[src/rtl/pc_stack_unit_if.sv]
// Decoder-side bundle for pc_stack_unit: advance strobe, branch requests,
// branch target, and the PC/stack status returned by the unit.
interface pc_stack_unit_if #(
    parameter int unsigned DEPTH = 16
);
    localparam int unsigned DW = $clog2(DEPTH) + 1;

    logic          PC_ENB;
    logic          JMP_flag;
    logic          CALL_flag;
    logic          RET_flag;
    logic [31:0]   Mini_ALU_result;
    logic [15:0]   PC_pos;
    logic [DW-1:0] stack_depth;
    logic          busy;
    logic          overflow_err;
    logic          underflow_err;

    modport master (
        output PC_ENB, JMP_flag, CALL_flag, RET_flag, Mini_ALU_result,
        input  PC_pos, stack_depth, busy, overflow_err, underflow_err
    );

    modport slave (
        input  PC_ENB, JMP_flag, CALL_flag, RET_flag, Mini_ALU_result,
        output PC_pos, stack_depth, busy, overflow_err, underflow_err
    );
endinterface

[src/rtl/pc_stack_unit.sv]
// Program counter with a hardware return stack: sequential step, jump,
// call and two-cycle return, with sticky overflow/underflow faults.
module pc_stack_unit #(
    parameter int unsigned DEPTH    = 16,
    parameter logic [15:0] RESET_PC = 16'h0000
) (
    input  logic             clk,
    input  logic             rst_n,
    pc_stack_unit_if.slave   bus_io
);
    localparam int unsigned AW = $clog2(DEPTH);
    localparam int unsigned DW = AW + 1;
    localparam logic [DW-1:0] DepthFull = DW'(DEPTH);

    typedef enum logic [1:0] {StIdle, StRetRd, StFault} state_e;

    state_e        state_q, state_d;
    logic [15:0]   pc_q, pc_d;
    logic [DW-1:0] depth_q, depth_d;
    logic          ovf_q, ovf_d;
    logic          udf_q, udf_d;

    logic [15:0]   stack_q [DEPTH];
    logic          push;
    logic [AW-1:0] push_addr;
    logic [15:0]   pc_inc;
    logic [15:0]   target;
    logic          unused_alu;

    assign pc_inc     = pc_q + 16'd1;
    assign target     = bus_io.Mini_ALU_result[15:0];
    assign unused_alu = ^bus_io.Mini_ALU_result[31:16];

    always_comb begin
        state_d   = state_q;
        pc_d      = pc_q;
        depth_d   = depth_q;
        ovf_d     = ovf_q;
        udf_d     = udf_q;
        push      = 1'b0;
        push_addr = depth_q[AW-1:0];
        unique case (state_q)
            StIdle: begin
                if (bus_io.PC_ENB) begin
                    if (bus_io.RET_flag) begin
                        if (depth_q == '0) begin
                            udf_d   = 1'b1;
                            state_d = StFault;
                        end else begin
                            depth_d = depth_q - 1'b1;
                            state_d = StRetRd;
                        end
                    end else if (bus_io.CALL_flag) begin
                        if (depth_q == DepthFull) begin
                            ovf_d   = 1'b1;
                            state_d = StFault;
                        end else begin
                            push    = 1'b1;
                            depth_d = depth_q + 1'b1;
                            pc_d    = target;
                        end
                    end else if (bus_io.JMP_flag) begin
                        pc_d = target;
                    end else begin
                        pc_d = pc_inc;
                    end
                end
            end
            StRetRd: begin
                // depth_q was already decremented, so it indexes the popped entry
                pc_d    = stack_q[depth_q[AW-1:0]];
                state_d = StIdle;
            end
            StFault: begin
                state_d = StFault;
            end
            default: begin
                state_d = StFault;
            end
        endcase
    end

    always_ff @(posedge clk) begin
        if (!rst_n) begin
            state_q <= StIdle;
            pc_q    <= RESET_PC;
            depth_q <= '0;
            ovf_q   <= 1'b0;
            udf_q   <= 1'b0;
        end else begin
            state_q <= state_d;
            pc_q    <= pc_d;
            depth_q <= depth_d;
            ovf_q   <= ovf_d;
            udf_q   <= udf_d;
        end
    end

    // Storage is never cleared; only a CALL outside reset writes it.
    always_ff @(posedge clk) begin
        if (rst_n && push) begin
            stack_q[push_addr] <= pc_inc;
        end
    end

    assign bus_io.PC_pos        = pc_q;
    assign bus_io.stack_depth   = depth_q;
    assign bus_io.busy          = (state_q != StIdle);
    assign bus_io.overflow_err  = ovf_q;
    assign bus_io.underflow_err = udf_q;
endmodule

[src/flat_wrapper.sv]
// flat-port wrapper written by rule: the top's interface ports become plain ports
module pc_stack_unit_flat 
#(
    parameter int unsigned DEPTH    = 16,
    parameter logic [15:0] RESET_PC = 16'h0000
)
  (clk, rst_n, bus_io_PC_ENB, bus_io_JMP_flag, bus_io_CALL_flag, bus_io_RET_flag, bus_io_Mini_ALU_result, bus_io_PC_pos, bus_io_stack_depth, bus_io_busy, bus_io_overflow_err, bus_io_underflow_err);
  pc_stack_unit_if #(.DEPTH(DEPTH)) bus_io_i ();
  input  logic clk;
  input  logic rst_n;
  input wire logic [$bits(bus_io_i.PC_ENB)-1:0] bus_io_PC_ENB;
  input wire logic [$bits(bus_io_i.JMP_flag)-1:0] bus_io_JMP_flag;
  input wire logic [$bits(bus_io_i.CALL_flag)-1:0] bus_io_CALL_flag;
  input wire logic [$bits(bus_io_i.RET_flag)-1:0] bus_io_RET_flag;
  input wire logic [$bits(bus_io_i.Mini_ALU_result)-1:0] bus_io_Mini_ALU_result;
  output wire logic [$bits(bus_io_i.PC_pos)-1:0] bus_io_PC_pos;
  output wire logic [$bits(bus_io_i.stack_depth)-1:0] bus_io_stack_depth;
  output wire logic [$bits(bus_io_i.busy)-1:0] bus_io_busy;
  output wire logic [$bits(bus_io_i.overflow_err)-1:0] bus_io_overflow_err;
  output wire logic [$bits(bus_io_i.underflow_err)-1:0] bus_io_underflow_err;
  assign bus_io_i.PC_ENB = bus_io_PC_ENB;
  assign bus_io_i.JMP_flag = bus_io_JMP_flag;
  assign bus_io_i.CALL_flag = bus_io_CALL_flag;
  assign bus_io_i.RET_flag = bus_io_RET_flag;
  assign bus_io_i.Mini_ALU_result = bus_io_Mini_ALU_result;
  assign bus_io_PC_pos = bus_io_i.PC_pos;
  assign bus_io_stack_depth = bus_io_i.stack_depth;
  assign bus_io_busy = bus_io_i.busy;
  assign bus_io_overflow_err = bus_io_i.overflow_err;
  assign bus_io_underflow_err = bus_io_i.underflow_err;
  pc_stack_unit #(.DEPTH(DEPTH), .RESET_PC(RESET_PC)) u_core (.clk(clk), .rst_n(rst_n), .bus_io(bus_io_i));
endmodule
[config.mk]
export PLATFORM = sky130hd
export DESIGN_NAME = pc_stack_unit_flat
export DESIGN_NICKNAME = d
export VERILOG_FILES = /design/src/rtl/pc_stack_unit_if.sv /design/src/rtl/pc_stack_unit.sv /design/src/flat_wrapper.sv
export SDC_FILE = /design/constraint.sdc
export NUM_CORES = 1
export LEC_CHECK = 0
export BUFFER_PORTS_ARGS = -buffer_cell sky130_fd_sc_hd__buf_2
export CAP_MARGIN = 20
export CORE_ASPECT_RATIO = 1.4
export CORE_MARGIN = 2
export CORE_UTILIZATION = 40
export DETAILED_ROUTE_END_ITERATION = 16
export SYNTH_ARGS = -nofsm -noshare
export SYNTH_HDL_FRONTEND = slang
export SYNTH_SLANG_ARGS = --single-unit
export TNS_END_PERCENT = 1
[constraint.sdc]
create_clock -name clk -period 4.1 [get_ports clk]
set_input_delay 0.615 -clock clk [delete_from_list [all_inputs] [get_ports clk]]
set_output_delay 0.615 -clock clk [all_outputs]
set_load 0.05 [all_outputs]
[Yosys cells after proc, flatten, opt, wreduce, memory -nomap -nowiden]
Memory sizes are Yosys's and may differ from the RTL's. A register that Yosys moved wholly into a read port is not among the register bits.
Cells that the tools add are included.
Storage, ports and cells
  flip-flop bits (word level): 25
  bits in writable memories: 256
  input bits: 38
  output and inout bits: 24
  logic and storage cells: 55
  memories kept: 1
Cells by class
  add/sub/neg operators: 3
  equality and inequality tests: 9
  multiplexer cells: 25
  bitwise logic cells: 1
  reduce and logical (&&, ||, !) cells: 11
Memory list
  u_core.stack_q: words 16, width 16, read ports 1, clocked after Yosys merged registers in 1, write ports 1, line pc_stack_unit.sv:23  | logic [15:0] stack_q [DEPTH];
Operators by type and width (number)
  $mux 16: 5
  $pmux 16 s2: 1
  $mux 5: 4
  $add 16x1->16 const B: 1
  $mux 2: 5
  $reduce_and 5->1: 2
  $mux 4: 2
  $ne 2x2->1 const B: 4
  $reduce_and 4->1: 2
  $mux 1: 7
  $ne 3x3->1 const B: 2
  $reduce_bool 2->1: 3
  $add 5x1->5 const B: 1
  $eq 5x5->1 const B: 1
  $logic_not 5->1: 1
  $sub 5x1->5 const B: 1
  $pmux 2 s2: 1
  $ne 3x2->1 const B: 1
  $reduce_and 3->1: 1
  $eq 2x1->1 const B: 1
  $logic_not 2->1: 1
  $logic_and 1x1->1: 1
  $not 1->1: 1

[Depth between registers and ports, before layout]
Gate-level depths: netlist (run 1).
  word-level depth: 9
  depth in mapped cells: 9
  depth with buffers taken out: 7

[Least setup slack after synthesis (run 1)]
OpenSTA, ideal clock, no wires.
  kind: flip-flop to flip-flop
  start: register u_core.state_q[1]
  end: memory u_core.stack_q[1][0] (enable)
  library setup time: 430 ps
  arrival time: 2862 ps
  data required time: 3670 ps
  setup slack: 808 ps
  stages on the path, launching flop included: 6
  buffers on the path: 0
  clock period less this slack: 3292 ps
  cells stage by stage: dfxtp_1 nor2_1 inv_1 nor2_1 nand3_1 nor4_1
Between the ends
  word-level cells in the longest chain between the ends: 5
Ends and longest elaborated chain
  from (decl): line pc_stack_unit.sv:17  | state_e state_q, state_d;
  from (signal assigned): line pc_stack_unit.sv:85  | state_q <= StIdle;
  from (signal assigned): line pc_stack_unit.sv:91  | state_q <= state_d;
  $logic_not 2->1: line pc_stack_unit.sv:42  | unique case (state_q)
  $mux 1: line pc_stack_unit.sv:42
  $logic_and 1x1->1: line pc_stack_unit.sv:101  | if (rst_n && push) begin
  $mux 1: line pc_stack_unit.sv:101
  $mux 1 (not written as such): line pc_stack_unit.sv:102  | stack_q[push_addr] <= pc_inc;
  to (decl): line pc_stack_unit.sv:23
Every way passes these cells.

[Worst setup path in the final report (run 1)]
  start: register u_core.state_q[1]
  end: memory u_core.stack_q[4][6] (enable)
Same word-level chain as after synthesis.

==> impl_metrics.toml, run 1 <==
[outcome]
status = "finished clean"

[layout]
layout-drive-gt1-share = 0.254
final_common_cell = "edfxtp_1"
antenna_cells = 0
layout_common_cells = "256 x edfxtp_1, 55 x mux4_2, 45 x buf_2"
instances_no_fill = 1178
fillerInstances = 2484
syn_to_final_growth_pct = 14.5
nNetsFinal = 822

[worst_hold_path]
hp-start = "bus_io_PC_ENB"
min_path_cells = 3
hold_class = "primary input to flop"

[power]
pwr-share-clk = 0.340
power_mw = 7.14
internal_power_mw = 5.21
sequentialPowerShare = 0.486
switchingPower_mw = 1.94
p_leak_nw = 4.46
combinationalPowerShare = 0.174
swShare = 0.271
ir_drop_mv = 0.256
power_density_mw_per_mm2 = 530

[setup_path]
endpoint_kind = "flop"
crit_start = "u_core.state_q[1]$_SDFFE_PN0P_"
path_class = "flop to flop"
worstPathRequired_ns = 4.35
slowest_delay_ns = 0.86
crit_top_cell = "nor2_1"
crit_path_cell_trace = "nor2_1 > inv_1 > nor2_1 > and3_1 > nand3b_1 > nor3_2 > buf_4"
cp_slowest_cell = "nor3_2"
r2r_slack_ns = 1.04
r2r-start = "u_core.state_q[1]$_SDFFE_PN0P_"
critPathArrivalTime_ns = 3.30
cp-start-kind = "flop"
reg2reg_depth = 7
crit_fanout = 9

[route]
wire_per_inst_microns = 24.5
drt-initial-drc-count = 647
drt_pass1_iterations = 5
vias = 6765
drc = 0
drt-total-wl_mm = 28.9
vias_per_cell = 5.74
ant_nets = 0

[placement]
pre_cts_slack_ns = 0.759
dp_hpwl_mm = 18.4
dp_cells = 1125
portBuffers = 45
place.gp.congestion = 0.865

[run]
cap_violations = 0

[timing]
whs_ns = 0.385
maxSlewHeadroom = 0.299
fin_setup_tns_ns = 0
rsz0062_at_grt = "no"
finalHoldViolations = 0
slew_violations = 0
min_period_ns = 3.06
setup_ws_ns = 1.04
worst_clock_skew_ns = 0.0192
tightest_slew_ns = 1.05
setup_viol = 0
period_share = 0.745
fmax_ghz = 0.327

[global_route]
track_usage = 0.186
grt_pass1_vias = 6963
antenna_found_initial = 0
grt_pass1_wl_mm = 42.7
grt-ovfl-total = 0
grt_max_degree = 44

[synth]
syn_avg_cell_area_sq_um = 16.7
synth-seq-area-share = 0.702
synth-seq-cells = 285
synth_area_sq_mm = 0.0118
ys_warn_count = 0
yosysUniqueCellTypes = 62
syn-instance-count = 705
synth_edf_count = 256
syn_nets = 748
async_reset_ff_frac = 0
synth_ff_type = "edfxtp_1"

[cts]
cts_buffers = 26
cts-htree-levels = 1
cts_root_buf = "clkbuf_16"
cts.sinks = 285
tritoncts = "built"
cts_setup_buffers = 0
clockBufferDepth = 3
clkTransAtPathRegs_ns = 0.07
ctsHoldBuffers = 0
insertion_delay_ns = 0.55
ctsResizeCount = 0

[die]
die_area_sq_mm = 0.0309
die_h_microns = 207
start_util = 0.405
io_pins = 62
fp-row-count = 74
die_w_microns = 149
core_area_sq_mm = 0.0291
## flip-flops by register name, summed over array words and instances, names as in the netlist, named ones only
register	cells
u_core.bus_io.PC_pos	16
u_core.bus_io.overflow_err	1
u_core.bus_io.stack_depth	5
u_core.bus_io.underflow_err	1
u_core.stack_q	256
u_core.state_q	2
## cell type report
class | count | area (sq um) | share of cell area
tap | 380 | 475 | 0.0353
sequential | 285 | 8270 | 0.614
clock buffer | 33 | 698 | 0.0518
timing repair buffer | 87 | 553 | 0.0410
clock inverter | 14 | 148 | 0.0109
inverter | 13 | 48.8 | 0.00362
multi-input combinational | 366 | 3290 | 0.244
## routing by layer
metal | up-vias | GRT usage | wire length (microns)
met5 | - | 0 | 0
met4 | 0 | 0.0759 | 1130
met3 | 68 | 0.0267 | 1910
met2 | 287 | 0.316 | 14500
met1 | 3467 | 0.240 | 11300
li1 | 2943 | - | -
## final timing paths
path | to
setup reg to reg | u_core.stack_q[4][6]$_DFFE_PP_
setup / recovery | u_core.stack_q[4][6]$_DFFE_PP_
hold / removal | u_core.state_q[0]$_SDFFE_PN0P_
hold reg to reg | u_core.bus_io.underflow_err$_SDFFE_PN0P_
## critical path, delay by kind of cell, from the launching register on
kind	cells	cell delay (ns)
buffers and inverters	2	0.51
DFF	1	0.37
and+or+nand+nor	5	1.89
## cells in the mapped netlist, types with 9 or more instances
cell type	number	area [sq um]
edfxtp_1	256	7690
mux4_2	55	1240
nand2_1	40	150
nor2_1	35	131
dfxtp_1	29	581
mux2i_1	22	220
nand3_1	22	110
nor3_1	19	95.1
a21oi_1	17	85.1
clkbuf_1	17	63.8
buf_2	14	70.1
nor2b_1	14	87.6
a31oi_1	13	81.3
inv_1	13	48.8
o21ai_0	9	45.0
xnor2_1	9	78.8
## cells by family after synthesis
| logic type | Yosys count | share of synthesized area |
|---|---|---|
| compound gates | 98 | 0.0571 |
| xor+xnor | 17 | 0.0126 |
| fa+ha+maj | 5 | 0.00595 |
| buf+inv | 54 | 0.0242 |
| flops | 285 | 0.702 |
| mux | 83 | 0.130 |
| simple gates | 163 | 0.0686 |
## power by group through the flow
stage          clock network [mW]  logic (mW)  registers (mW)
2_1_floorplan                   0       0.870            3.55
3_3_place_gp                    0        1.21            3.53
3_5_place_dp                    0        1.23            3.53
4_1_cts                      2.47        1.24            3.47
5_1_grt                      2.58        1.34            3.48
6_report                     2.43        1.25            3.47
## metrics by stage
step / cell area (sq um) / utilization
after floorplan: 11800 / -
after global placement: 12600 / 0.433
after detailed placement: 12600 / 0.433
after CTS: 13400 / 0.462
after global routing: 13500 / 0.464
final: 13500 / 0.464
Power figures use the tool's default switching activity.
==> inputs of run 2 (changes only) <==
==> constraint.sdc (replaced) <==
create_clock -name clk -period 3.1 [get_ports clk]
set_input_delay 0.465 -clock clk [delete_from_list [all_inputs] [get_ports clk]]
set_output_delay 0.465 -clock clk [all_outputs]
set_load 0.05 [all_outputs]
==> run 2 against run 1 <==
Power increased by 26%. Combinational power increased by 33%. Critical path depth unchanged. Largest cell class unchanged. Critical endpoint is now u_core.stack_q[9][9]$_DFFE_PP_. Non-clock buffer count increased by 8. Routed wire length increased by 0.90%. Maximum frequency increased by 18%.
==> impl_metrics.toml, run 2 (synthesized netlist as in run 1, its figures left out) <==
[outcome]
status = "finished clean"

[placement]
placed_cell_area_sq_mm = 0.0127
dp_cells = 1136
dp_hpwl_mm = 18.4
place.gp.congestion = 0.879
portBuffers = 45

[layout]
final_common_cell = "edfxtp_1"
fillerInstances = 2471
largest_register_ff_count = 256
syn_to_final_growth_pct = 13.9
stdcell_area_sq_mm = 0.0134
layout_common_cells = "256 x edfxtp_1, 55 x mux4_2, 47 x buf_4"
antenna_cells = 0
final_util = 0.462
regMostFlops = "u_core.stack_q"
multi_input_area_sq_mm = 0.00329
instances_no_fill = 1181
seqCellArea_sq_mm = 0.00827
nNetsFinal = 829
layout-drive-gt1-share = 0.257

[cts]
clockBufferDepth = 3
insertion_delay_ns = 0.52
cts_setup_buffers = 0
cts-htree-levels = 1
cts.sinks = 285
tritoncts = "built"
cts_buffers = 25
ctsHoldBuffers = 0
ctsResizeCount = 0
clkTransAtPathRegs_ns = 0.06
cts_root_buf = "clkbuf_16"

[timing]
maxSlewHeadroom = 0.338
fin_setup_tns_ns = 0
fmax_ghz = 0.387
min_period_ns = 2.58
period_share = 0.833
setup_viol = 0
slew_violations = 0
worst_clock_skew_ns = 0.0143
finalHoldViolations = 0
rsz0062_at_grt = "no"
tightest_slew_ns = 0.990

[setup_path]
slowest_delay_ns = 0.46
cp-start-kind = "flop"
crit_start = "u_core.state_q[1]$_SDFFE_PN0P_"
path_class = "flop to flop"
path_depth = 7
crit_path_cell_trace = "nor2_1 > inv_1 > nor2_1 > and3_1 > nand3b_1 > nor2_2 > buf_12"
cp_slowest_cell = "nor2_2"
crit_top_cell = "nor2_1"
cpLargestDelayFamily = "simple AND/OR/NAND/NOR gates"
crit_buf_inv = 2
r2r_slack_ns = 0.52
endpoint_kind = "flop"
r2r-start = "u_core.state_q[1]$_SDFFE_PN0P_"
crit_fanout = 12
r2r-end = "u_core.stack_q[9][9]$_DFFE_PP_"
reg2reg_depth = 7
critPathArrivalTime_ns = 2.80
crit_end = "u_core.stack_q[9][9]$_DFFE_PP_"
worstPathRequired_ns = 3.32

[route]
wire_per_inst_microns = 24.7
drt-total-wl_mm = 29.1
ant_nets = 0
vias_per_cell = 5.79
drc = 0
drt_pass1_iterations = 5
vias = 6834
drt-initial-drc-count = 574

[die]
die_area_sq_mm = 0.0309
fp-row-count = 74
die_h_microns = 207
core_area_sq_mm = 0.0291
die_w_microns = 149
io_pins = 62
start_util = 0.405

[global_route]
antenna_found_initial = 0
grt_pass1_vias = 6918
grt_pass1_wl_mm = 42.8
grt-ovfl-total = 0
track_usage = 0.189
grt_max_degree = 45

[power]
p_leak_nw = 4.42
ir_drop_mv = 0.368
power_density_mw_per_mm2 = 670

[worst_hold_path]
hold_class = "primary input to flop"
min_path_cells = 3

[run]
cap_violations = 0
==> run 2: cell count changes in the layout (fill, tap and decap cells not counted) <==
cell        delta
clkinv_1       -2
clkinvlp_4     +2
clkbuf_1       +2
clkinv_8       -1
clkinv_2       -1
buf_4          +6
buf_12         +2
bufinv_16      -3
clkbuf_16      -2
==> run 2: how the worst min path moves through the flow <==
| stage | end | slack (ns) | start |
|---|---|---|---|
| 3_5_place_dp | u_core.bus_io.underflow_err$_SDFFE_PN0P_ | 0.46 | u_core.bus_io.underflow_err$_SDFFE_PN0P_ |
| 5_1_grt | u_core.state_q[0]$_SDFFE_PN0P_ | 0.28 | bus_io_PC_ENB |
| 3_3_place_gp | u_core.bus_io.underflow_err$_SDFFE_PN0P_ | 0.45 | u_core.bus_io.underflow_err$_SDFFE_PN0P_ |
| 4_1_cts | u_core.state_q[0]$_SDFFE_PN0P_ | 0.22 | bus_io_PC_ENB |
| 2_1_floorplan | u_core.state_q[0]$_SDFFE_PN0P_ | 0.57 | u_core.state_q[0]$_SDFFE_PN0P_ |
| 6_report | u_core.state_q[0]$_SDFFE_PN0P_ | 0.25 | bus_io_PC_ENB |
==> run 2: cell type report <==
type	count	share of cell area
clock buffers	33	0.0488
flip-flops and latches	285	0.616
well taps	380	0.0354
inverters	13	0.00364
clock inverters	9	0.00326
multi-input cells	366	0.245
repair buffers	95	0.0475
==> run 2: tightest hold or removal path, stage by stage <==
cell     delay (ns)
buf_2          0.13
nand4_1        0.09
a21oi_1        0.04
==> run 2: per-stage QoR <==
step	worst slack, ns	hold slack, ns	total power [mW]
final	0.519	0.254	9.00
after floorplan	-0.192	0.569	5.84
after CTS	0.532	0.225	9.07
after global routing	0.365	0.282	9.34
after global placement	0.508	0.450	6.29
after detailed placement	0.438	0.455	6.33
==> run 2: where the power goes <==
group / switching (mW) / total, mW / internal, mW
clock network: 1.27 / 2.75 / 1.48
registers: 0.212 / 4.60 / 4.39
logic: 0.987 / 1.66 / 0.669
==> run 2: per-layer routing <==
| layer | vias up | global-route usage | wire length, microns |
|---|---|---|---|
| li1 | 2961 | - | - |
| met1 | 3497 | 0.241 | 11000 |
| met2 | 298 | 0.310 | 14400 |
| met3 | 78 | 0.0330 | 2240 |
| met4 | 0 | 0.0949 | 1440 |
| met5 | - | 0 | 0 |
